**config.mk**
```make
export PLATFORM = sky130hd
export DESIGN_NAME = irq_ctrl
export DESIGN_NICKNAME = d
export VERILOG_FILES = /design/src/rtl/irq_ctrl.sv
export SDC_FILE = /design/constraint.sdc
export NUM_CORES = 1
export LEC_CHECK = 0
export ABC_AREA = 1
export CORE_MARGIN = 4
export CORE_UTILIZATION = 32
export CTS_CLUSTER_SIZE = 40
export DETAILED_ROUTE_END_ITERATION = 8
export GPL_TIMING_DRIVEN = 0
export MAX_ROUTING_LAYER = met4
export PLACE_DENSITY = 0.66
export REMOVE_ABC_BUFFERS = 1
export SYNTH_ARGS = -nofsm -noshare
export SYNTH_HDL_FRONTEND = slang
export SYNTH_SLANG_ARGS = --single-unit
```
**constraint.sdc**
```tcl
create_clock -name clk -period 2.2 [get_ports clk]
set_input_delay 0.33 -clock clk [delete_from_list [all_inputs] [get_ports clk]]
set_output_delay 0.33 -clock clk [all_outputs]
set_load 0.02 [all_outputs]
```
**src/rtl/irq_ctrl.sv**
```systemverilog
// Memory-mapped interrupt controller: latches, masks and prioritises NUM_SRC request
// lines into the CPU's 6-bit itr vector. Define IRQ_SYNC_EN to add a 2-flop input synchroniser.
module irq_ctrl #(
    parameter int unsigned NUM_SRC   = 6,
    parameter logic [31:0] BASE_ADDR = 32'h0000_7F20
) (
    input  logic               clk,
    input  logic               reset,
    input  logic [NUM_SRC-1:0] irq_src,
    input  logic [31:0]        addr,
    input  logic               we,
    input  logic [31:0]        wdata,
    output logic [31:0]        rdata,
    output logic               sel,
    output logic [5:0]         itr,
    output logic               irq_any
);

    localparam int unsigned ITR_W     = 6;
    localparam int unsigned ITR_N     = (NUM_SRC < ITR_W) ? NUM_SRC : ITR_W;
    localparam int unsigned WIN_BYTES = 20;

    localparam logic [2:0] REG_PEND = 3'd0;
    localparam logic [2:0] REG_MASK = 3'd1;
    localparam logic [2:0] REG_MODE = 3'd2;
    localparam logic [2:0] REG_ACK  = 3'd3;
    localparam logic [2:0] REG_EOI  = 3'd4;

    typedef enum logic [1:0] {
        S_IDLE = 2'd0,
        S_PEND = 2'd1,
        S_SERV = 2'd2
    } src_state_e;

    src_state_e         state_q [NUM_SRC];
    src_state_e         state_d [NUM_SRC];
    logic [NUM_SRC-1:0] repend_q, repend_d;
    logic [NUM_SRC-1:0] mask_q, mode_q, prev_q;
    logic [NUM_SRC-1:0] src_s, trig, pend_vec, act;
    logic [31:0]        off;
    logic [2:0]         reg_idx;
    logic [2:0]         wr_id;
    logic               wr_en, w1c_wr, mask_wr, mode_wr, ack_wr, eoi_wr;
    logic               ack_valid;
    logic [2:0]         ack_id;
    logic               unused_bits;

`ifdef IRQ_SYNC_EN
    logic [NUM_SRC-1:0] sync1_q, sync2_q;

    // Two-stage synchroniser for asynchronous request lines
    always_ff @(posedge clk or posedge reset) begin
        if (reset) begin
            sync1_q <= '0;
            sync2_q <= '0;
        end else begin
            sync1_q <= irq_src;
            sync2_q <= sync1_q;
        end
    end
    assign src_s = sync2_q;
`else
    assign src_s = irq_src;
`endif

    // Address window decode; low two address bits are ignored
    assign off     = addr - BASE_ADDR;
    assign sel     = (addr >= BASE_ADDR) && (off < 32'(WIN_BYTES));
    assign reg_idx = off[4:2];
    assign wr_id   = wdata[2:0];
    assign wr_en   = we & sel;
    assign w1c_wr  = wr_en && (reg_idx == REG_PEND);
    assign mask_wr = wr_en && (reg_idx == REG_MASK);
    assign mode_wr = wr_en && (reg_idx == REG_MODE);
    assign ack_wr  = wr_en && (reg_idx == REG_ACK);
    assign eoi_wr  = wr_en && (reg_idx == REG_EOI);

    assign unused_bits = ^wdata[31:NUM_SRC];

    // Level mode triggers on high; edge mode needs a 0->1 against prev
    assign trig = src_s & ~(mode_q & prev_q);

    always_ff @(posedge clk or posedge reset) begin
        if (reset) begin
            for (int i = 0; i < NUM_SRC; i++) begin
                state_q[i] <= S_IDLE;
            end
            repend_q <= '0;
            mask_q   <= '0;
            mode_q   <= '0;
            prev_q   <= '0;
        end else begin
            for (int i = 0; i < NUM_SRC; i++) begin
                state_q[i] <= state_d[i];
            end
            repend_q <= repend_d;
            prev_q   <= src_s;
            if (mask_wr) mask_q <= wdata[NUM_SRC-1:0];
            if (mode_wr) mode_q <= wdata[NUM_SRC-1:0];
        end
    end

    // Per-source IDLE/PEND/SERV next state with ACK/EOI handshake
    always_comb begin
        for (int i = 0; i < NUM_SRC; i++) begin
            state_d[i]  = state_q[i];
            repend_d[i] = repend_q[i];
            case (state_q[i])
                S_IDLE: begin
                    if (trig[i]) state_d[i] = S_PEND;
                end
                S_PEND: begin
                    if (ack_wr && (wr_id == 3'(i))) begin
                        state_d[i] = S_SERV;
                    end else if (w1c_wr && wdata[i] && !trig[i]) begin
                        state_d[i] = S_IDLE;
                    end
                end
                S_SERV: begin
                    if (eoi_wr && (wr_id == 3'(i))) begin
                        repend_d[i] = 1'b0;
                        state_d[i]  = (repend_q[i] || trig[i]) ? S_PEND : S_IDLE;
                    end else if (trig[i] && mode_q[i]) begin
                        repend_d[i] = 1'b1;
                    end
                end
                default: state_d[i] = S_IDLE;
            endcase
        end
    end

    // Pending vector, masked view and lowest-index priority pick
    always_comb begin
        pend_vec  = '0;
        ack_valid = 1'b0;
        ack_id    = 3'd0;
        for (int i = 0; i < NUM_SRC; i++) begin
            pend_vec[i] = (state_q[i] == S_PEND);
        end
        act = pend_vec & mask_q;
        for (int i = NUM_SRC - 1; i >= 0; i--) begin
            if (act[i]) begin
                ack_valid = 1'b1;
                ack_id    = 3'(i);
            end
        end
    end

    always_comb begin
        itr = '0;
        for (int i = 0; i < ITR_N; i++) begin
            itr[i] = act[i];
        end
    end

    assign irq_any = |itr;

    always_comb begin
        rdata = '0;
        if (sel) begin
            case (reg_idx)
                REG_PEND: rdata[NUM_SRC-1:0] = pend_vec;
                REG_MASK: rdata[NUM_SRC-1:0] = mask_q;
                REG_MODE: rdata[NUM_SRC-1:0] = mode_q;
                REG_ACK:  rdata = {ack_valid, 28'd0, ack_id};
                default:  rdata = '0;
            endcase
        end
    end

endmodule

```
; Yosys cells after proc, flatten, opt, wreduce, memory -nomap -nowiden
; Cells that the tools add are included.
[word_totals]
output_inout_bits = 40
latch_bits = 0
ramBits = 0
mem_count = 0
reg_bits = 36
mem_bits_ro = 0
[classes]
div_mod_pow = 0
mul = 0
shifts = 0
n_addsub = 1
order_cmp = 2
bitwise = 5
n_eq_ne = 39
n_reduce_logical = 75
muxes = 63
[ops]
columns = cell, count
row1 = $mux W2, 24
row2 = $logic_and A1 B1 Y1, 36
row3 = $pmux W2 S3, 6
row4 = $ge A32 B15 Y1 const B, 1
row5 = $lt A32 B5 Y1 const B, 1
row6 = $mux W32, 1
row7 = $sub A32 B15 Y32 const B, 1
row8 = $mux W26, 1
row9 = $mux W1, 24
row10 = $ne A2 B2 Y1 const B, 12
row11 = $pmux W6 S4, 1
row12 = $and A6 B6 Y6, 3
row13 = $mux W3, 6
row14 = $ne A3 B1 Y1 const B, 6
row15 = $reduce_and A3 Y1, 6
row16 = $eq A2 B1 Y1 const B, 6
row17 = $eq A2 B2 Y1 const B, 6
row18 = $eq A3 B2 Y1 const B, 4
row19 = $logic_not A2 Y1, 6
row20 = $reduce_and A2 Y1, 6
row21 = $reduce_bool A2 Y1, 6
row22 = $eq A3 B3 Y1 const B, 3
row23 = $eq A3 B1 Y1 const B, 2
row24 = $logic_not A1 Y1, 6
row25 = 5 further kinds, 11

; Longest topological paths before layout
; Gate-level depths: netlist of run 1.
[depth]
word_depth = 10
ltp_mapped = 19
mapped_depth_nobuf = 19

; Worst setup path before layout of run 1
; No wires, ideal clock.
[synth_timing]
kind = input -> output
startpoint = input addr[5]
endpoint = output rdata[0]
path_buffers = 0
path_slack_ps = -481
arrival_ps = 2351
stages = 15
cell_sequence = inv_1 -> ha_1 -> nand2_1 -> nand2_1 -> inv_1 -> nand3_1 -> nand3b_1 -> nand2_1 -> inv_1 -> nand2_1 -> nor2_1 -> nand3_2 -> nor2_4 -> nand2_1 -> a41oi_1
[synth_between]
elab_chain_len = 4
elab_cells_between_ends = 5
classes_between = add/sub: 1 / order compare: 2 / mux: 1 / reduce/logical: 1
[synth_rtl]
columns = element, line_no
row1 = "start, declared", 10  ; input logic [31:0] addr,
row2 = $sub A32 B15 Y32, 67  ; assign off = addr - BASE_ADDR;
row3 = $lt A32 B5 Y1, 68  ; assign sel = (addr >= BASE_ADDR) && (off < 32'(WIN_BYTES));
row4 = $logic_and A1 B1 Y1 *, 68
row5 = via sel, 14  ; output logic sel,
row6 = $mux W32 *, 160  ; if (sel) begin
row7 = "end, declared", 13  ; output logic [31:0] rdata,
; Mark *: on every way through the listed nets, which the timed path passes. The rest lies on a longest branch.

; Worst setup path after layout of run 1
[layout_timing]
startpoint = input addr[5]
endpoint = output rdata[0]
[layout_between]
elab_chain_len = 4
elab_cells_between_ends = 5
classes_between = add/sub: 1 / order compare: 2 / mux: 1 / reduce/logical: 1
[layout_rtl]
columns = element, line_no
row1 = $sub A32 B15 Y32, 67
row2 = $lt A32 B5 Y1, 68
row3 = $logic_and A1 B1 Y1 *, 68
row4 = $mux W32 *, 160
; Mark *: on every way between the ends. The rest lies on a longest branch, timed or not.

==> results.toml, run 1 <==
[outcome]
status = "finished, violations left"
violations = "negative setup slack"

[timing]
slew_violations = 0
finalCriticalPeriod_ns = 2.55
clock.fmax_ghz = 0.392
finClkSkew_ns = 0.00212
max_slew_margin_pct = 32.0
setup_viol = 38
setup-tns-final_ns = -5.48
tightest_slew_ns = 1.02
finalCritPeriodShare_pct = 116
rsz0062_at_grt = "yes"
setup_ws_ns = -0.354
hold_viol = 0

[clock_network]
clk_latency_ns = 0.29
cts_buffers = 5
clockBufferDepth = 2
hold_buffers = 0
clkTransAtPathRegs_ns = 0.06
cts_root_buffer = "clkbuf_16"
cts_tree = "done"
cts_sinks = 36
cts_max_level = 2

[global_route]
met1_usage_pct = 23.1
overflow = 0
met3_usage_pct = 2.80
grt_pass1_wl_mm = 19.9
grt_antenna_before_repair = 0
grt_pass1_vias = 4326
grt_max_degree = 37
grtUsageTotal_pct = 19.1
grt_busiest_layer = "met2"
use_met2_pct = 33.3

[floorplan]
io_pins = 113
dieArea_um2 = 13100
die_w_um = 114
placementRows = 38
coreArea_um2 = 10900
start_util_pct = 33.1
die_h_um = 114

[route]
dr.first_iter.drc_count = 304
vias = 4216
ant_nets = 0
dr.pass1.iters = 5
vias_per_cell = 5.06
wl_per_cell_um = 14.9
drc = 0
routed_wl_mm = 12.4

[pwr]
vdd_ir_drop_max_mv = 0.298
pwr-share-comb_pct = 24.1
switching_share_pct = 31.2
powerDensity_nw_per_um2 = 344
p_leak_nw = 2.59
pwr-share-clk_pct = 39.7
power.net_switching_uw = 577
pwr-share-seq_pct = 36.2
p_int_mw = 1.27

[synthesis]
synth_area_um2 = 3620
synthTopCellsByArea = "dfrtp_1 25%, nand2_1 15%, inv_1 9.3%, nor2_1 8.2%, nand3_1 6.5%"
synthCells = 580
synth_area_leader_cell = "dfrtp_1"
yosysWarnings = 0
synth.avg_cell_area_um2 = 6.25
ys_seq_area_share_pct = 24.9
synth-seq-cells = 36
synth_top_cell_area_share_pct = 24.9
synth_cell_types = 34

[worst_hold_path]
hold_path.class = "flop to flop"
hp-start = "mask_q[3]$_DFFE_PP0P_"

[flow_run]
max_cap_violations = 0

[setup_path]
worst-path-max-fanout = 7
crit_arrival_ns = 2.22
crit_path_start = "addr[5]"
start_kind = "input pin"
setup.worst_path.end_class = "primary output"
reg2reg_from = "mode_q[1]$_DFFE_PP0P_"
crit_type = "input pin to primary output"
cp.required_ns = 1.87

[layout]
area_delta_synth_final_pct = 48.4
final_cell_area_um2 = 5380
layout_commonest_cell = "nand2_1"
num_antenna_cells = 0
finalNonFillerCells = 834
fin_nets = 767
drive_gt1_share_pct = 34.9
final_cell_mix = "122 x nand2_1, 73 x inv_1, 54 x nor2_1"

[placed_design]
port-buffer-count = 59
place_area_um2 = 4250
hpwlAfterDp_mm = 8.20
gp_congestion = 0.862
place_inst = 773
-- flip-flops by register name (all words and copies together) (netlist names) --
signal / flops
repend_q: 6
state_q: 12
mask_q: 6
mode_q: 6
prev_q: 6
-- routing by layer --
metal | share of wire (%) | routed length [um] | up-vias
li1 | - | - | 2057
met1 | 42 | 5150 | 1974
met2 | 51 | 6300 | 159
met3 | 6.1 | 760 | 26
met4 | 1.6 | 197 | 0
met5 | 0 | 0 | -
-- through the flow --
stage	total power [mW]	hold WS (ns)	setup slack [ns]	utilization (%)
after CTS	1.82	0.492	-0.273	47.1
final	1.85	0.486	-0.354	49.2
after detailed placement	1.03	0.476	-1.93	38.9
after global placement	1.02	0.469	-1.88	38.9
after global routing	1.92	0.503	-0.450	49.2
after floorplan	0.879	0.361	-0.481	-
-- worst paths after layout --
check                                          to  slack [ns]  cells past startpoint
setup / recovery                         rdata[0]       -0.35                     17
hold / removal              mask_q[3]$_DFFE_PP0P_        0.49                      2
setup reg to reg           state_q[8]$_DFFE_PP0P_        0.88                      8
hold reg to reg             mask_q[3]$_DFFE_PP0P_        0.49                      2
max in group asynchronous   mask_q[1]$_DFFE_PP0P_        1.19                      2
min in group asynchronous  state_q[4]$_DFFE_PP0P_        0.51                      2
-- cells by family (layout without fill, tap and decap cells) --
logic type,count (synthesis),in the layout,synth area share [%]
AND/OR/NAND/NOR,363,365,48.3
buffers and inverters,122,210,15.9
AO/OA/AOI/OAI,52,52,9.36
flip-flops,36,36,24.9
XOR/XNOR,5,5,1.21
adder cells (fa/ha/maj),1,1,0.345
other,1,25,0.104
-- critical path, cell delays in order --
cell and delay [ns]:
buf_8 0.09, clkinv_8 0.05, ha_4 0.17, nand2_8 0.11, nand2_4 0.07, inv_4 0.07
nand3_4 0.10, nand3b_1 0.16, nand2_1 0.08, inv_1 0.05, nand2_1 0.05, nor2_2 0.12
nand3_2 0.10, nor2_4 0.16, nand2_4 0.11, a41oi_2 0.21, buf_4 0.18
-- layout make-up --
type | instances | area (um2)
Clock inverter | 2 | 10.0
Tap cell | 140 | 175
Inverter | 92 | 363
Fill cell | 1037 | 5560
Clock buffer | 6 | 139
Multi-Input combinational cell | 448 | 2760
Timing Repair Buffer | 110 | 1030
Sequential cell | 36 | 901
-- timing repair --
action,4_1_cts,5_1_grt
buffers inserted,43,9
endpoints found under the setup margin,39,43
gates resized for setup,283,39
pin swaps,54,20
gates cloned,2,0
-- cells in the mapped netlist, drive strengths merged --
cell and count:
ha 1, o31ai 1, buf 28, o22ai 2, a41oi 2, clkbuf 2, o21ai 20, xor2 4
dfrtp 36, nand3 52, nand4 28, a21oi 13, nand3b 6, nor3b 1, a221oi 1, xnor2 1
nor2 92, nor3 17, o21bai 1, a31oi 12, inv 92, conb 1, nand2 167
-- power groups by stage --
stage	logic (mW)	clock network (mW)	registers [mW]
after CTS	0.419	0.734	0.669
final	0.447	0.735	0.669
after global placement	0.342	0	0.681
after global routing	0.486	0.763	0.670
after floorplan	0.198	0	0.681
after detailed placement	0.347	0	0.681
Note: power is estimated with default switching activity, not from simulation.
==> inputs of run 2 (changes only) <==
RECOVER_POWER = 50   (was default)
==> run 2 against run 1 <==
  * The flow still finishes with violations (negative setup slack)
  * Maximum frequency about the same
  * Routed wire length about the same
  * Critical path type unchanged
  * Combinational power about the same
  * Global-route usage unchanged
  * Cell area unchanged
  * Total power down 0.29%
  * Final cell count unchanged
==> results.toml, run 2 (synthesized netlist as in run 1, its figures left out) <==
[timing]
finalCriticalPeriod_ns = 2.55
finalCritPeriodShare_pct = 116
max_slew_margin_pct = 6.39
rsz0062_at_grt = "yes"
clock.fmax_ghz = 0.392
slew_violations = 0
finClkSkew_ns = 0.00221
hold_viol = 0
tightest_slew_ns = 1.40
setup_viol = 38
setup_ws_ns = -0.352

[setup_path]
cp.required_ns = 1.87
r2r_setup_slack_ns = 0.88
start_kind = "input pin"
crit_type = "input pin to primary output"
reg2reg_from = "mode_q[1]$_DFFE_PP0P_"
worst-path-max-fanout = 7
reg2reg_to = "state_q[8]$_DFFE_PP0P_"
crit_arrival_ns = 2.22
setup.worst_path.end_class = "primary output"
ff2ff_path_depth = 8

[worst_hold_path]
hold-path-endpoint = "mask_q[3]$_DFFE_PP0P_"
hp-start = "mask_q[3]$_DFFE_PP0P_"
holdPathStages = 2
hold_path.class = "flop to flop"

[layout]
num_antenna_cells = 0
fin_nets = 767
largest_reg_flops = 12
final_cell_mix = "122 x nand2_1, 74 x inv_1, 54 x nor2_1"
area_delta_synth_final_pct = 48.4
layout_commonest_cell = "nand2_1"
postLayoutCoreUtil_pct = 49.2
drive_gt1_share_pct = 34.7
n_fill_cell = 1037
regMostFlops = "state_q"

[pwr]
p_leak_nw = 2.60
vdd_ir_drop_max_mv = 0.298
powerDensity_nw_per_um2 = 343

[route]
dr.first_iter.drc_count = 305
vias = 4228
vias_per_cell = 5.07
drc = 0
routed_wl_mm = 12.4
ant_nets = 0
wl_per_cell_um = 14.9
dr.pass1.iters = 7

[global_route]
grt_pass1_vias = 4326
overflow = 0
grtUsageTotal_pct = 19.1
grt_pass1_wl_mm = 19.9
grt_antenna_before_repair = 0
grt_max_degree = 37

[placed_design]
hpwlAfterDp_mm = 8.20
gp_congestion = 0.862
port-buffer-count = 59
pre_cts_ws_ns = -1.93

[clock_network]
cts_sinks = 36
clk_latency_ns = 0.28
clkTransAtPathRegs_ns = 0.06
hold_buffers = 0
cts_tree = "done"
cts_buffers = 5
clockBufferDepth = 2
cts_root_buffer = "clkbuf_16"
cts_max_level = 2

[floorplan]
die_h_um = 114
dieArea_um2 = 13100
start_util_pct = 33.1
io_pins = 113
die_w_um = 114
coreArea_um2 = 10900
placementRows = 38

[flow_run]
max_cap_violations = 0

[outcome]
violations = "negative setup slack"
status = "finished, violations left"
-- run 2: layout make-up --
class,instances,area (um2),area share (%)
Clock buffer,6,139,2.58
Clock inverter,2,10.0,0.186
Inverter,92,363,6.75
Multi-Input combinational cell,448,2760,51.4
Sequential cell,36,901,16.8
Tap cell,140,175,3.26
Timing Repair Buffer,110,1030,19.1
-- run 2: worst max-delay path: stages --
cell and delay, ns:
buf_8 0.09, clkinv_8 0.05, ha_4 0.17, nand2_8 0.11
nand2_4 0.07, inv_4 0.07, nand3_4 0.10, nand3b_1 0.16
nand2_1 0.08, inv_1 0.05, nand2_1 0.05, nor2_2 0.12
nand3_2 0.10, nor2_4 0.16, nand2_4 0.11, a41oi_2 0.21
buf_4 0.18
-- run 2: worst max path at each step --
stage,from,to,cells after the start
2_1_floorplan,addr[5],rdata[0],15
3_3_place_gp,addr[5],rdata[1],15
3_5_place_dp,addr[5],rdata[1],15
4_1_cts,addr[6],rdata[1],17
5_1_grt,addr[5],rdata[0],16
6_report,addr[5],rdata[0],17
-- run 2: per-layer routing --
layer,part of all wire (%),vias up,global-route usage [%]
met2,51,164,33.3
met3,6.1,26,2.80
met5,0,-,-
met4,1.7,0,4.75
li1,-,2057,-
met1,42,1981,23.1
-- run 2: repair_timing --
| action | in CTS | in global routing |
|---|---|---|
| pin swaps | 54 | 20 |
| endpoints found under the setup margin | 39 | 43 |
| cloned | 2 | 0 |
| setup buffers | 43 | 9 |
| resized for setup | 283 | 39 |
-- run 2: power breakdown --
group	total (mW)	internal (mW)	switching [mW]
clock network	0.732	0.447	0.286
registers	0.669	0.668	0.00144
logic	0.444	0.157	0.287
total	1.85	1.27	0.574
-- run 2: metrics by stage --
step	area [um2]	setup TNS [ns]	hold WS, ns	power (mW)	cells
3_5_place_dp	4250	-44.44	0.476	1.03	773
5_1_grt	5380	-10.92	0.503	1.92	834
3_3_place_gp	4250	-41.81	0.469	1.02	773
4_1_cts	5150	-3.38	0.492	1.82	825
6_report	5380	-5.51	0.487	1.85	834
2_1_floorplan	3480	-3.17	0.361	0.879	574
==> inputs of run 3 (changes only) <==
SKIP_CTS_REPAIR_TIMING = 1   (was default)
==> run 3 against run 2 <==
  * The run still ends with negative setup slack left
  * Final cell count decreased by 1.7%
  * Maximum frequency decreased by 0.98%
  * Sequential share of layout area increased by 0.70 points
==> results.toml, run 3 (synthesized netlist as in run 1, its figures left out) <==
[floorplan]
coreArea_um2 = 10900
io_pins = 113
die_w_um = 114
die_h_um = 114
start_util_pct = 33.1
dieArea_um2 = 13100
placementRows = 38

[pwr]
powerDensity_nw_per_um2 = 351
switching_share_pct = 30.7
p_leak_nw = 2.59
p_int_mw = 1.26
vdd_ir_drop_max_mv = 0.286
pwr-share-seq_pct = 36.9
power.net_switching_uw = 557
pwr-share-comb_pct = 23.1
pwr-share-clk_pct = 40.0

[setup_path]
crit_type = "input pin to primary output"
crit_arrival_ns = 2.25
start_kind = "input pin"
setup.worst_path.end_class = "primary output"
cp.required_ns = 1.87
worst-path-max-fanout = 7

[clock_network]
clkTransAtPathRegs_ns = 0.06
cts_buffers = 5
cts_tree = "done"
cts_root_buffer = "clkbuf_16"
cts_sinks = 36
clockBufferDepth = 2
cts_max_level = 2
clk_latency_ns = 0.28

[timing]
rsz0062_at_grt = "yes"
finClkSkew_ns = 0.00385
clock.fmax_ghz = 0.388
setup_viol = 19
hold_viol = 0
max_slew_margin_pct = 5.93
setup_ws_ns = -0.377
tightest_slew_ns = 1.41
finalCritPeriodShare_pct = 117
finalCriticalPeriod_ns = 2.58
fin_hold_ws_ns = 0.486
slew_violations = 0

[global_route]
grt_pass1_vias = 3779
grt_max_degree = 37
overflow = 0
grt_antenna_before_repair = 0
grtUsageTotal_pct = 16.3
grt_pass1_wl_mm = 17.1

[placed_design]
place_inst = 773
hpwlAfterDp_mm = 8.20
place_area_um2 = 4250
gp_congestion = 0.862
port-buffer-count = 59

[route]
drc = 0
ant_nets = 0
dr.pass1.iters = 5
dr.first_iter.drc_count = 312
routed_wl_mm = 11.7
wl_per_cell_um = 14.2
vias = 4119
vias_per_cell = 5.02

[flow_run]
max_cap_violations = 0

[layout]
fin_nets = 753
regMostFlops = "state_q"
final_cell_area_um2 = 5160
largest_reg_flops = 12
postLayoutCoreUtil_pct = 47.2
final_cell_mix = "122 x nand2_1, 72 x inv_1, 53 x nor2_1"
drive_gt1_share_pct = 32.4
area_delta_synth_final_pct = 42.5
num_antenna_cells = 0
layout_commonest_cell = "nand2_1"
finalNonFillerCells = 820

[outcome]
violations = "negative setup slack"
status = "finished, violations left"

[worst_hold_path]
hold_path.class = "flop to flop"
==> run 3: changes by cell type in the layout (fill, tap and decap cells not counted), sizes merged, moves of 4 or more <==
cell and change:
buf -23, clkbuf +9, dlymetal6s2s +9, clkdlybuf4s15 -6, dlygate4sd2 -4
==> run 3: metal layers <==
layer	vias to the layer above	track usage, %	wire, um
met2	159	27.2	5780
met3	31	2.59	768
met5	-	-	0
met1	1904	20.9	4940
li1	2025	-	-
met4	0	3.40	193
==> run 3: layout make-up <==
cell class,instances,area (um2)
Timing Repair Buffer,96,863
Sequential cell,36,901
Fill cell,1071,5770
Clock buffer,6,139
Tap cell,140,175
Clock inverter,2,10.0
Inverter,92,355
Multi-Input combinational cell,448,2720
==> run 3: worst paths after layout <==
kind                                            start                endpoint  slack [ns]  cells after the start
max in group asynchronous                       reset   mask_q[1]$_DFFE_PP0P_        0.46                      2
worst min register to register  mask_q[3]$_DFFE_PP0P_   mask_q[3]$_DFFE_PP0P_        0.49                      2
worst max-delay path                         addr[15]                rdata[1]       -0.38                     14
worst max register to register  mode_q[1]$_DFFE_PP0P_  state_q[8]$_DFFE_PP0P_        0.94                      8
min in group asynchronous                       reset  state_q[4]$_DFFE_PP0P_        0.89                      2
worst min-delay path            mask_q[3]$_DFFE_PP0P_   mask_q[3]$_DFFE_PP0P_        0.49                      2
==> run 3: per-stage QoR <==
stage          power, mW  TNS [ns]  worst slack [ns]
5_1_grt             1.89     -7.46            -0.490
3_3_place_gp        1.02    -41.81             -1.88
4_1_cts             1.75    -36.27             -1.93
2_1_floorplan      0.879     -3.17            -0.481
3_5_place_dp        1.03    -44.44             -1.93
6_report            1.81     -2.94            -0.377
==> run 3: critical path: stages <==
cell	delay (ns)
buf_6	0.11
nor2_4	0.15
nand2_4	0.08
nor2_4	0.24
buf_6	0.14
nand4_1	0.11
nand2_1	0.11
nand3_2	0.11
inv_2	0.07
nand2_2	0.05
nor2_4	0.21
nand2_4	0.10
a41oi_2	0.24
buf_6	0.16
==> run 3: power by group through the flow <==
| stage | clock (mW) | combinational [mW] | sequential, mW |
|---|---|---|---|
| finish | 0.725 | 0.420 | 0.669 |
| floorplan | 0 | 0.198 | 0.681 |
| detailed placement | 0 | 0.347 | 0.681 |
| global route | 0.764 | 0.460 | 0.670 |
| global placement | 0 | 0.342 | 0.681 |
| CTS | 0.734 | 0.348 | 0.669 |
